--- src/rtl/branch_predictor.sv ---
// Direct-mapped branch target buffer with 2-bit saturating direction counters.
// Fetch lookup is combinational; execute-stage resolution updates the table and flags mispredicts.
module branch_predictor #(
  parameter int unsigned ENTRIES = 16
) (
  input  logic        clk,
  input  logic        rst,
  input  logic [31:0] if_pc,
  output logic        pred_taken,
  output logic [31:0] pred_target,
  input  logic        ex_valid,
  input  logic        ex_is_branch,
  input  logic [31:0] ex_pc,
  input  logic        ex_branch_taken,
  input  logic [31:0] ex_target,
  input  logic        ex_pred_taken,
  input  logic [31:0] ex_pred_target,
  output logic        mispredict,
  output logic [31:0] redirect_pc,
  output logic [31:0] mispredict_cnt
);

  localparam int unsigned IDX_W = $clog2(ENTRIES);
  localparam int unsigned TAG_W = 30 - IDX_W;
  localparam int unsigned TGT_W = 30;

  localparam logic [1:0] CTR_SNT = 2'b00;
  localparam logic [1:0] CTR_WNT = 2'b01;
  localparam logic [1:0] CTR_WT  = 2'b10;
  localparam logic [1:0] CTR_ST  = 2'b11;

  logic [ENTRIES-1:0] valid_q, valid_d;
  logic [TAG_W-1:0]   tag_q [ENTRIES];
  logic [TAG_W-1:0]   tag_d [ENTRIES];
  logic [TGT_W-1:0]   tgt_q [ENTRIES];
  logic [TGT_W-1:0]   tgt_d [ENTRIES];
  logic [1:0]         ctr_q [ENTRIES];
  logic [1:0]         ctr_d [ENTRIES];
  logic [31:0]        cnt_q, cnt_d;

  logic [IDX_W-1:0] if_idx;
  logic [TAG_W-1:0] if_tag;
  logic             if_hit;
  logic [IDX_W-1:0] ex_idx;
  logic [TAG_W-1:0] ex_tag;
  logic             ex_hit;
  logic             upd;
  logic             dir_wrong;
  logic             tgt_wrong;

  // Fetch lookup: reads the pre-update table, so same-index updates are not bypassed
  always_comb begin
    if_idx      = if_pc[IDX_W+1:2];
    if_tag      = if_pc[31:IDX_W+2];
    if_hit      = valid_q[if_idx] && (tag_q[if_idx] == if_tag);
    pred_taken  = if_hit && ctr_q[if_idx][1];
    pred_target = pred_taken ? {tgt_q[if_idx], 2'b00} : if_pc + 32'd4;
  end

  // Resolution check against what fetch predicted for this instruction
  always_comb begin
    upd         = ex_valid && ex_is_branch;
    dir_wrong   = (ex_pred_taken != ex_branch_taken);
    tgt_wrong   = ex_branch_taken && (ex_pred_target != ex_target);
    mispredict  = upd && (dir_wrong || tgt_wrong);
    redirect_pc = ex_branch_taken ? ex_target : ex_pc + 32'd4;
  end

  // Next table state: train on a hit, allocate only on a taken miss
  always_comb begin
    valid_d = valid_q;
    tag_d   = tag_q;
    tgt_d   = tgt_q;
    ctr_d   = ctr_q;
    ex_idx  = ex_pc[IDX_W+1:2];
    ex_tag  = ex_pc[31:IDX_W+2];
    ex_hit  = valid_q[ex_idx] && (tag_q[ex_idx] == ex_tag);
    if (upd) begin
      if (ex_hit) begin
        if (ex_branch_taken) begin
          ctr_d[ex_idx] = (ctr_q[ex_idx] == CTR_ST) ? CTR_ST : ctr_q[ex_idx] + 2'd1;
          tgt_d[ex_idx] = ex_target[31:2];
        end else begin
          ctr_d[ex_idx] = (ctr_q[ex_idx] == CTR_SNT) ? CTR_SNT : ctr_q[ex_idx] - 2'd1;
        end
      end else if (ex_branch_taken) begin
        valid_d[ex_idx] = 1'b1;
        tag_d[ex_idx]   = ex_tag;
        tgt_d[ex_idx]   = ex_target[31:2];
        ctr_d[ex_idx]   = CTR_WT;
      end
    end
  end

  always_comb begin
    cnt_d = mispredict ? cnt_q + 32'd1 : cnt_q;
  end

  always_ff @(posedge clk) begin
    if (rst) begin
      valid_q <= '0;
      for (int i = 0; i < int'(ENTRIES); i++) begin
        tag_q[i] <= '0;
        tgt_q[i] <= '0;
        ctr_q[i] <= CTR_WNT;
      end
      cnt_q <= '0;
    end else begin
      valid_q <= valid_d;
      tag_q   <= tag_d;
      tgt_q   <= tgt_d;
      ctr_q   <= ctr_d;
      cnt_q   <= cnt_d;
    end
  end

  assign mispredict_cnt = cnt_q;

endmodule

--- config.mk ---
export PLATFORM = sky130hd
export DESIGN_NAME = branch_predictor
export DESIGN_NICKNAME = d
export VERILOG_FILES = /design/src/rtl/branch_predictor.sv
export SDC_FILE = /design/constraint.sdc
export NUM_CORES = 2
export LEC_CHECK = 0
export CAP_MARGIN = 40
export CORE_UTILIZATION = 53
export CTS_BUF_LIST = sky130_fd_sc_hd__clkbuf_4
export DETAILED_ROUTE_END_ITERATION = 7
export PLACE_DENSITY = 0.71
export SETUP_SLACK_MARGIN = 0.4
export SYNTH_ARGS = -nofsm -noshare
export SYNTH_HDL_FRONTEND = slang
export SYNTH_SLANG_ARGS = --single-unit
--- constraint.sdc ---
create_clock -name clk -period 9.12 [get_ports clk]
set_input_delay 2.28 -clock clk [delete_from_list [all_inputs] [get_ports clk]]
set_output_delay 2.28 -clock clk [all_outputs]
set_load 0.01 [all_outputs]
==> results_dict.tcl <==
set metrics [dict create \
    status "complete, no violations" \
    synth_top_family_by_area "multiplexers" \
    grt_pass1_vias 44494 \
    wl_met2_mm 82.29 \
    worst_ep_required_time_ps 6840 \
    post-route-period-util_pct 96.24 \
    critPathMaxStageDelay_ps 720 \
    wl_per_cell_um 27.06 \
    fin_setup_tns_ps 0 \
    min_from "tgt_q[13]$_SDFFE_PP0P_" \
    fin_crit_ps 8777 \
    yosysWarnings 0 \
    grtUsageTotal_pct 39.92 \
    met1_length_mm 70.99 \
    ys.flop_type "dfxtp_1" \
    rows 112 \
    vias 47760 \
    die-height_um 309.7 \
    yosysUniqueCellTypes 72 \
    routed-wl-met3_mm 30.32 \
    drc 0 \
    routed_via_density 6.611 \
    p_per_area_nw_per_um2 157.6 \
    synth-compound-area-share_pct 16.02 \
    fillers 8112 \
    clk_latency_ps 1230 \
    core_um2 93470 \
    synth_adder_area_share_pct 0.1696 \
    multi_input_area_um2 28170 \
    reg2reg_from "tag_q[132]$_SDFFE_PP0P_" \
    yosysTopAreaCellShare_pct 38.95 \
    tightest_slew_ps 1014 \
    io_buffers 231 \
    drt_wl_total_mm 195.5 \
    setup_viol 0 \
    report.final.slew_viol_count 0 \
    ys_ff_latch 976 \
    ff2ff_setup_slack_ps 4310 \
    syn_to_final_growth_pct 13.04 \
    whs_endpoint "tgt_q[13]$_SDFFE_PP0P_" \
    place_ws_ps 76.46 \
    reg2reg_depth 9 \
    cp_max_fo 32 \
    path_class "input pin to primary output" \
    synth_mux_area_share_pct 18.83 \
    post-route-worst-setup-slack_ps 342.7 \
    hpwl_mm 114.8 \
    syn_area_per_cell_um2 8.751 \
    max-slew-margin-rel_pct 32.17 \
    hp-class "flop to flop" \
    cts_tree "built" \
    cts.clk_slew.worst_paths_ps 60 \
    ant_nets 0 \
    rsz0062_at_grt "yes" \
    synth_common_cells "nand2_1, dfxtp_1, o21ai_0" \
    grt-ovfl-total 0 \
    arrival_ps 6500 \
    die_width_um 309.7 \
    cpMaxStageDelayCell "or4_2" \
    drtIter0Drc 7631 \
    top_level_ports 232 \
    finalCoreUtilization_pct 60.66 \
    hold_slack_ps 451.6 \
    start_util_pct 53.67 \
    hold_depth 2 \
    antenna_found_initial 15 \
    first_pass_iters 8 \
    maxCapViolations 0 \
    synth-edff-count 0 \
    synthSimpleGateAreaFrac_pct 18.09 \
    crit_chain "bufbuf_16 -> mux4_2 -> mux4_2 -> xnor2_1 -> nand4_1 -> nor2_2 -> nand4_1 -> or4_2 -> buf_12 -> buf_12 -> a21oi_1 -> clkdlybuf4s50_1" \
    synth_area_um2 50160 \
    hold_viol_final 0 \
    grt_max_degree 203 \
    cp-end-kind "primary output" \
    timing.fmax_ghz 0.1139 \
    dieArea_um2 95880 \
    synthCells 5732 \
    synth_area_leader_cell "dfxtp_1" \
    root_buffer "clkbuf_4" \
    cts_buffers 281 \
    fin_skew_ps 71.67 \
    gp_congestion 0.9350 \
    yosys-top-cells-area "dfxtp_1, mux4_2, nand2_1" \
    clock-sinks 976 \
    holdBufCountCts 0 \
    synth-xor-area-share_pct 2.706 \
    p_leak_nw 19.39 \
    drive_gt1_share_pct 16.49 \
    syn_nets 5872 \
    finalInstanceArea_um2 56700 \
    htreeDepth 5 \
    fin_nets 5941 \
    post-synth-top-count-cell "nand2_1" \
    seqCellArea_um2 19540 \
    placed_cell_area_um2 53250 \
    clk_path_buf_depth 4 \
    async_reset_ff_share_pct 0 \
    highest_layer "met5" \
    seq_area_frac_synth_pct 38.95 \
    r2r_end "tag_q[179]$_SDFFE_PP0P_" \
    grt_pass1_wl_mm 283.9 \
    ir_drop_v 0.0001413 \
    critPathLaunchType "input pin" \
]
==> what timing repair did <==
item | in CTS | in global routing
hold endpoints to repair | 0 | 0
buffers inserted | 0 | 4
gates resized for setup | 8 | 28
setup endpoints to repair | 33 | 30
pin swaps | 1 | 2
cloned | 3 | 1
==> power breakdown <==
group | total [mW] | internal (mW) | leakage (nW) | switching [mW]
logic | 0.805 | 0.280 | 9.62 | 0.525
clock network | 3.84 | 1.95 | 1.91 | 1.89
registers | 4.29 | 4.28 | 7.86 | 0.0130
total | 8.94 | 6.52 | 19.4 | 2.42
==> layer usage <==
layer | vias up | GRT usage, %
met5 | - | 0
met4 | 10 | 22.78
met3 | 845 | 14.64
met2 | 3767 | 57.23
met1 | 22817 | 51.68
li1 | 20321 | -
==> worst max-delay path by stage <==
stage | startpoint | slack, ps | endpoint
after floorplan | if_pc[2] | 970 | pred_target[2]
after global placement | if_pc[2] | 80 | pred_target[2]
after detailed placement | if_pc[2] | 80 | pred_target[14]
after CTS | if_pc[2] | 460 | pred_target[14]
after global routing | if_pc[2] | 320 | pred_target[2]
final | if_pc[2] | 340 | pred_target[2]
==> through the flow <==
step / total power, mW / instances
after floorplan: 4.823 / 5732
after CTS: 8.912 / 7208
final: 8.939 / 7224
after global placement: 5.141 / 6743
after detailed placement: 5.151 / 6763
after global routing: 9.196 / 7219
==> placed cells by master (no fill, tap or decap), types with 40 or more instances in the layout <==
cell / synthesis / layout
nand2_1: 1090 / 1075
dfxtp_1: 976 / 976
o21ai_0: 816 / 816
a21oi_1: 545 / 545
nor2b_1: 403 / 403
clkbuf_4: 0 / 391
mux4_2: 363 / 363
clkdlybuf4s50_1: 0 / 196
mux2i_1: 119 / 119
buf_4: 13 / 113
nor2_1: 114 / 112
xnor2_1: 81 / 80
xor2_1: 74 / 74
nand3_1: 72 / 71
nor3_1: 65 / 65
nand2b_1: 60 / 60
clkinv_1: 0 / 40
==> layout make-up <==
class                      count  share of cell area, %
inverter                      36                 0.2383
timing repair buffer         381                  7.288
antenna                       10                0.04413
sequential                   976                  34.46
multi-input combinational   4125                  49.68
clock inverter                51                 0.3509
clock buffer                 391                  5.177
tap                         1254                  2.767
==> logic make-up (layout without fill, tap and decap cells) <==
family                   Yosys count  in the layout
XOR/XNOR                         155            155
flip-flops                       976            976
AND/OR/NAND/NOR                 1950           1950
multiplexers                     489            489
other                              0             10
adder cells (fa/ha/maj)            7              7
buffers and inverters            631            859
AO/OA/AOI/OAI                   1524           1524
==> flip-flops by register name, summed over array words and instances (netlist names) <==
name and flops:
ctr_q 32, mispredict_cnt 32, tag_q 416, tgt_q 480
valid_q 16
==> critical path: cells and delay by family <==
family	cells	cell delay [ps]
AO/OA/AOI/OAI	1	140
XOR/XNOR	1	570
buffers and inverters	4	1250
multiplexers	2	1020
AND/OR/NAND/NOR	4	1210
(Power assumes the default switching activity.)
